## src/rtl/cpu_pkg.sv

```systemverilog
// Shared CPU definitions: data width, the hardwired-zero register index and
// the writeback source encoding used by the decoder, wb_mux and forwarding.
package cpu_pkg;

    localparam int XLEN = 32;

    localparam logic [4:0] REG_ZERO = 5'd0;

    localparam logic [2:0] WB_ALU   = 3'd0;
    localparam logic [2:0] WB_MEM   = 3'd1;
    localparam logic [2:0] WB_PC4   = 3'd2;
    localparam logic [2:0] WB_PCIMM = 3'd3;
    localparam logic [2:0] WB_CP0   = 3'd4;

    // Select flags are not guaranteed one-hot, so collapse them by priority.
    function automatic logic [2:0] wb_src_encode(
        input logic mem_sel,
        input logic pc4_sel,
        input logic pcimm_sel,
        input logic cp0_sel
    );
        if (cp0_sel)        return WB_CP0;
        else if (pcimm_sel) return WB_PCIMM;
        else if (pc4_sel)   return WB_PC4;
        else if (mem_sel)   return WB_MEM;
        else                return WB_ALU;
    endfunction

endpackage

```

## src/rtl/wb_mux.sv

```systemverilog
// Writeback source select: priority CP0 > PC+imm > PC+4 > load data > ALU.
module wb_mux
    import cpu_pkg::*;
#(
    parameter int XLEN_P = XLEN
) (
    input  logic [XLEN_P-1:0] AluOut,
    input  logic [XLEN_P-1:0] Mout,
    input  logic [XLEN_P-1:0] pc4,
    input  logic [XLEN_P-1:0] PCImm,
    input  logic [XLEN_P-1:0] CP0out,
    input  logic              memtoReg,
    input  logic              pc4toReg,
    input  logic              pcImmtoReg,
    input  logic              CP0toReg,
    output logic [XLEN_P-1:0] wbData
);

    logic [2:0] w_src;

    assign w_src = wb_src_encode(memtoReg, pc4toReg, pcImmtoReg, CP0toReg);

    // NOTE: assign a default before the case so no path leaves wbData unassigned (no latch).
    always_comb begin
        wbData = AluOut;
        case (w_src)
            WB_MEM:   wbData = Mout;
            WB_PC4:   wbData = pc4;
            WB_PCIMM: wbData = PCImm;
            WB_CP0:   wbData = CP0out;
            default:  wbData = AluOut;
        endcase
    end

endmodule

```

## src/rtl/wb_regfile.sv

```systemverilog
// MEM/WB consumer: integer register file with write-before-read bypass,
// a one-cycle delayed writeback copy for EX forwarding, and a write counter.
module wb_regfile
    import cpu_pkg::*;
#(
    parameter int XLEN_P = XLEN,
    parameter int NREG   = 32,
    parameter int CNT_W  = 32
) (
    input  logic              clk,
    input  logic              rst,
    input  logic [XLEN_P-1:0] AluOut,
    input  logic [XLEN_P-1:0] Mout,
    input  logic [XLEN_P-1:0] pc4,
    input  logic [XLEN_P-1:0] PCImm,
    input  logic [XLEN_P-1:0] CP0out,
    input  logic              regesterW,
    input  logic              memtoReg,
    input  logic              pc4toReg,
    input  logic              pcImmtoReg,
    input  logic              CP0toReg,
    input  logic [4:0]        Rd,
    input  logic [4:0]        Rs1,
    input  logic [4:0]        Rs2,
    output logic [XLEN_P-1:0] Rs1Data,
    output logic [XLEN_P-1:0] Rs2Data,
    output logic [XLEN_P-1:0] wbData,
    output logic              wbEn,
    output logic [4:0]        wbRd,
    output logic [XLEN_P-1:0] wbDatao,
    output logic              wbEno,
    output logic [4:0]        wbRdo,
    output logic [CNT_W-1:0]  wrCount
);

    localparam logic [CNT_W-1:0] CNT_ONE = {{(CNT_W-1){1'b0}}, 1'b1};

    logic [XLEN_P-1:0] r_regs [NREG];
    logic [XLEN_P-1:0] r_wb_data;
    logic              r_wb_en;
    logic [4:0]        r_wb_rd;
    logic [CNT_W-1:0]  r_wr_count;

    logic [XLEN_P-1:0] w_wb_data;
    logic              w_wb_en;

    wb_mux #(.XLEN_P(XLEN_P)) u_wb_mux (
        .AluOut     (AluOut),
        .Mout       (Mout),
        .pc4        (pc4),
        .PCImm      (PCImm),
        .CP0out     (CP0out),
        .memtoReg   (memtoReg),
        .pc4toReg   (pc4toReg),
        .pcImmtoReg (pcImmtoReg),
        .CP0toReg   (CP0toReg),
        .wbData     (w_wb_data)
    );

    assign w_wb_en = regesterW && (Rd != REG_ZERO);

    // NOTE: the array is flop-based and reset on purpose so no read ever sees X;
    // this rules out mapping it onto a RAM macro.
    always_ff @(posedge clk or negedge rst) begin
        if (!rst) begin
            for (int i = 0; i < NREG; i++) begin
                r_regs[i] <= '0;
            end
        end else if (w_wb_en) begin
            // NOTE: sequential state uses <= so every flop samples pre-edge values.
            r_regs[Rd] <= w_wb_data;
        end
    end

    // Delayed copy updates every cycle, even for non-writing instructions.
    always_ff @(posedge clk or negedge rst) begin
        if (!rst) begin
            r_wb_data  <= '0;
            r_wb_en    <= 1'b0;
            r_wb_rd    <= '0;
            r_wr_count <= '0;
        end else begin
            r_wb_data <= w_wb_data;
            r_wb_en   <= w_wb_en;
            r_wb_rd   <= Rd;
            if (w_wb_en) begin
                r_wr_count <= r_wr_count + CNT_ONE;
            end
        end
    end

    always_comb begin
        Rs1Data = r_regs[Rs1];
        if (Rs1 == REG_ZERO) begin
            Rs1Data = '0;
        end else if (w_wb_en && (Rs1 == Rd)) begin
            Rs1Data = w_wb_data;
        end
    end

    always_comb begin
        Rs2Data = r_regs[Rs2];
        if (Rs2 == REG_ZERO) begin
            Rs2Data = '0;
        end else if (w_wb_en && (Rs2 == Rd)) begin
            Rs2Data = w_wb_data;
        end
    end

    assign wbData  = w_wb_data;
    assign wbEn    = w_wb_en;
    assign wbRd    = Rd;
    assign wbDatao = r_wb_data;
    assign wbEno   = r_wb_en;
    assign wbRdo   = r_wb_rd;
    assign wrCount = r_wr_count;

endmodule
```

## config.mk

```make
export PLATFORM = sky130hd
export DESIGN_NAME = wb_regfile
export DESIGN_NICKNAME = d
export VERILOG_FILES = /design/src/rtl/cpu_pkg.sv /design/src/rtl/wb_mux.sv /design/src/rtl/wb_regfile.sv
export SDC_FILE = /design/constraint.sdc
export NUM_CORES = 2
export LEC_CHECK = 0
export CORE_MARGIN = 4
export CORE_UTILIZATION = 60
export DETAILED_ROUTE_END_ITERATION = 10
export HOLD_SLACK_MARGIN = 0.05
export PLACE_DENSITY = 0.89
export SLEW_MARGIN = 20
export SYNTH_ARGS = -nofsm -noshare
export SYNTH_HDL_FRONTEND = slang
export SYNTH_SLANG_ARGS = --single-unit
```

## constraint.sdc

```tcl
create_clock -name clk -period 3.1 [get_ports clk]
set_clock_uncertainty 0.05 [all_clocks]
set_input_delay 0.62 -clock clk [delete_from_list [all_inputs] [get_ports clk]]
set_output_delay 0.62 -clock clk [all_outputs]
set_load 0.03 [all_outputs]
```

==> qor.yml, run 1 <==
grt_use_total_pct: 87.25
cts_root_buf: "clkbuf_16"
synth_seq_cells: 1094
synth_nets: 5118
synth_ff_type: "dfrtp_1"
dpl.cell_count: 6620
htreeDepth: 3
synth_cell_types: 55
syn_avg_cell_area_um2: 11.37
outcome: "aborted with a tool error"
grt_pass1_wl_um: 613800
postSynthCellCount: 4935
synthArstFlopShare_pct: 100.0
clock_sinks: 1094
rows: 111
start_util_pct: 60.84
detailed_place_hpwl_um: 150900
place_congestion: 1.003
grt_pass1_vias: 75960
port_buffers: 353
grt_max_degree: 99
die_x_um: 313.8
syn_area_um2: 56110
pin_count: 354
synth_edf_count: 0
overflow: 1628
die_h_um: 313.8
error: "[ERROR GRT-0116] Global routing finished with congestion. Check the congestion regions in the DRC Viewer."
ys_seq_area_share_pct: 48.79
stop_stage: "global routing"
yosys_warnings: 0
cts_buffers: 108
clockBufferDepth: 3
[Yosys cell counts (9+ instances only)]
cell,n,area [µm²]
dfrtp_1,1094,27380
nor2_1,550,2064
nand2_1,544,2042
mux4_2,535,12050
a21oi_1,499,2497
o21ai_0,476,2382
clkbuf_1,374,1404
buf_2,100,500.5
nor3_1,84,420.4
mux2i_1,71,710.7
o22ai_1,63,394.1
o21ai_1,53,265.3
a22o_1,48,420.4
a22oi_1,45,337.8
buf_4,44,330.3
inv_1,40,150.1
a211oi_1,39,292.8
a221oi_1,36,315.3
nand2b_1,31,193.9
xnor2_1,25,219.0
a221o_1,24,240.2
a221oi_2,20,300.3
mux2_2,17,191.4
xor2_1,16,140.1
nand3_1,13,65.06
buf_1,10,37.54
nor3_2,10,100.1
and3_1,9,56.30
nand4_1,9,56.30
[routing by layer]
| metal | global-route usage, % | GRT overflow |
|---|---|---|
| met4 | 87.31 | 471 |
| met5 | 68.43 | 20 |
| met2 | 94.97 | 732 |
| met1 | 83.94 | 184 |
| met3 | 84.20 | 221 |
[cells by family after synthesis]
kind of cell	synth area share [%]
adders and majority gates	0.02230
buffers and inverters	4.650
AOI/OAI and AO/OA	13.40
xor gates and xnor gates	0.6400
muxes	23.11
DFF	48.79
and+or+nand+nor	9.386
[metrics by stage]
stage	TNS, ns	hold slack, ns	instance area (µm²)	worst slack, ns	util [%]
after detailed placement	-91.53	0.3333	67020	-1.040	72.67
after global placement	-67.85	0.3268	67020	-0.9544	72.67
after floorplan	-6.086	0.2744	56440	-0.2716	-
after CTS	-11.98	0.1478	75360	-0.4361	81.72
[timing repair]
action / CTS
hold endpoints to repair: 27
hold buffers: 1
gates resized for setup: 512
endpoints found under the setup margin: 96
gates cloned: 28
setup buffers: 214
pin swaps: 120
==> inputs of run 2 (changes only) <==
CORE_UTILIZATION = 40   (was 60)
HOLD_SLACK_MARGIN = not set   (was 0.05)
PLACE_DENSITY = not set   (was 0.89)
PLACE_DENSITY_LB_ADDON = 0.15   (was not set)
==> qor.yml, run 2 <==
fillers: 11570
max-vdd-ir-drop_mv: 0.5929
violations: "setup timing"
synth_ff_type: "dfrtp_1"  # unchanged
max-slew-margin-rel_pct: 58.35
slew_viol_final: 0
clock_sinks: 1094  # unchanged
cts_tree: "yes"
antenna_found_initial: 5
tightest_slew_ns: 0.6247
timing.rr.end: "wrCount[29]"
syn_avg_cell_area_um2: 11.37  # unchanged
critPathMaxFanout: 2
start_util_pct: 40.26  # was 60.84%
final_hold_viol_count: 0
layout-drive-gt1-share_pct: 35.70
final.period_utilization_pct: 116.5
largest_register_ffs: 1024
drc: 0
detailed_place_hpwl_um: 150500  # was 150900 µm
setup_viol: 64
cts_buffers: 118  # was 108
grt_use_total_pct: 29.67
rrSetupSlack_ns: 1.02
die_x_um: 382.5  # was 313.8 µm
final_common_cell: "dfrtp_1"
nets: 5930
synthTopCellsByArea: "dfrtp_1, mux4_2, a21oi_1, o21ai_0, nor2_1"  # unchanged
synthToLayoutAreaGrowth_pct: 38.51
power.leakage_nw: 32.94
cts_root_buf: "clkbuf_16"  # unchanged
synthArstFlopShare_pct: 100.0  # unchanged
pin_count: 354  # unchanged
overflow: 0
p_per_area_nw_per_um2: 619.3
fmax_ghz: 0.2770
critPathLaunch: "r_regs[0]"
synth_cell_types: 55  # unchanged
rr_startpoint: "wrCount[2]"
port_buffers: 353  # unchanged
r2r_cells: 7
worst_ep_arrival_time_ns: 2.94
dieArea_um2: 146300
synth.largest_area_cell: "dfrtp_1"  # unchanged
grt_max_degree: 111
die_h_um: 382.5  # was 313.8 µm
pre_cts_ws_ns: -1.376  # was -1.040 ns
synth_edf_count: 0  # unchanged
synth.most_common_cell: "dfrtp_1"  # unchanged
hold_path_class: "input pin to register"
drt_iter0_markers: 4588
syn_area_um2: 56110  # unchanged
synth_seq_cells: 1094  # unchanged
worst_hold_slack_ns: 0.06707
htreeDepth: 3  # unchanged
fin_ws_ns: -0.5106
synth_nets: 5118  # unchanged
design.core.area_um2: 139400
synth_top_area_share_pct: 48.79  # unchanged
p_total_mw: 48.12
rsz0062_at_grt: "yes"
cp-start-kind: "register"
crit_end: "Rs1Data[0]"
worstSkewPairLatency_ns: 0.75
grt_pass1_wl_um: 319000
post-route-util_pct: 55.76
critPathKind: "register to primary output"
wl_um: 219700
rows: 137  # was 111
grt_pass1_vias: 45150
ant_nets: 0
first_pass_iters: 5
wl_per_cell_um: 28.44
place_congestion: 0.9490  # was 1.003
mostFrequentLayoutCells: "dfrtp_1, mux4_2, nand2_1, nor2_1, buf_4"
ys_seq_area_share_pct: 48.79  # unchanged
required_ns: 2.43
clk_pin_slew_ns: 0.06
drv_cap: 0
outcome: "finished with violations"  # was aborted with a tool error
period_needed_ns: 3.611
vias_per_cell: 5.913
postSynthCellCount: 4935  # unchanged
yosys_warnings: 0  # unchanged
synth_common_cells: "dfrtp_1, nor2_1, nand2_1"  # unchanged
cp-end-kind: "primary output"
vias: 45670
top_register: "r_regs"
clockBufferDepth: 3  # unchanged
-- run 2: critical path, stage by stage, from the launching register on --
cell	delay (ns)
dfrtp_1	0.38
mux4_2	0.50
a22o_1	0.23
a221o_1	0.32
nor3_4	0.33
buf_6	0.18
a211oi_4	0.05
buf_6	0.17
-- run 2: worst min-delay path by stage --
stage,startpoint,endpoint,slack [ns],cells past startpoint
CTS,Rd[4],wbRdo[4],0.07,2
detailed placement,r_regs[1008],r_regs[1008],0.33,0
finish,Rd[4],wbRdo[4],0.07,1
global route,Rd[4],wbRdo[4],0.04,1
global placement,r_regs[1023],r_regs[1023],0.33,0
floorplan,rst,r_regs[0],0.27,0
-- run 2: stage by stage --
| step | cell area (µm²) | instances | setup TNS, ns |
|---|---|---|---|
| after floorplan | 56440 | 4935 | -6.086 |
| after global placement | 68170 | 7265 | -133.15 |
| after detailed placement | 68170 | 7265 | -128.93 |
| after CTS | 76220 | 7645 | -18.11 |
| after global routing | 77710 | 7722 | -19.09 |
| final | 77710 | 7724 | -16.57 |
-- run 2: kinds of logic (layout without fill, tap and decap cells) --
family / after synthesis / after routing / synth area share [%]
flip-flops: 1094 / 1094 / 48.79
multiplexers: 624 / 624 / 23.11
adder cells (fa/ha/maj): 1 / 1 / 0.02230
AND/OR/NAND/NOR: 1282 / 1282 / 9.386
other: 0 / 2 / 0
AO/OA/AOI/OAI: 1311 / 1311 / 13.40
XOR/XNOR: 41 / 41 / 0.6400
buffers and inverters: 582 / 1493 / 4.650
-- run 2: what timing repair did --
item / CTS / global route
endpoints found under the hold margin: 18 / 0
gates cloned: 17 / 7
resized for setup: 488 / 228
pin swaps: 126 / 101
endpoints found under the setup margin: 97 / 84
buffers inserted: 170 / 98
hold buffers: 3 / 0
-- run 2: layout make-up --
type,instances,area [µm²],area share (%)
Clock inverter,54,685.7,0.8823
Sequential cell,1094,27380,35.23
Clock buffer,165,3420,4.400
Inverter,41,167.7,0.2157
Timing Repair Buffer,1233,14680,18.88
Tap cell,1876,2347,3.020
Multi-Input combinational cell,3259,29030,37.36
Antenna cell,2,5.005,0.006440
-- run 2: where the power goes --
group	internal [mW]	switching [mW]	total, mW
clock	8.70	6.31	15.0
sequential	17.2	2.22	19.4
combinational	7.15	6.53	13.7
total	33.1	15.1	48.1
-- run 2: layer usage --
metal / track usage, % / share of wire [%] / routed length (µm)
met3: 6.415 / 8.7 / 19220
met4: 9.903 / 4.1 / 9091
met2: 45.01 / 45 / 99080
met1: 42.66 / 42 / 92290
met5: 0 / 0.0055 / 12
(Power assumes the default switching activity.)
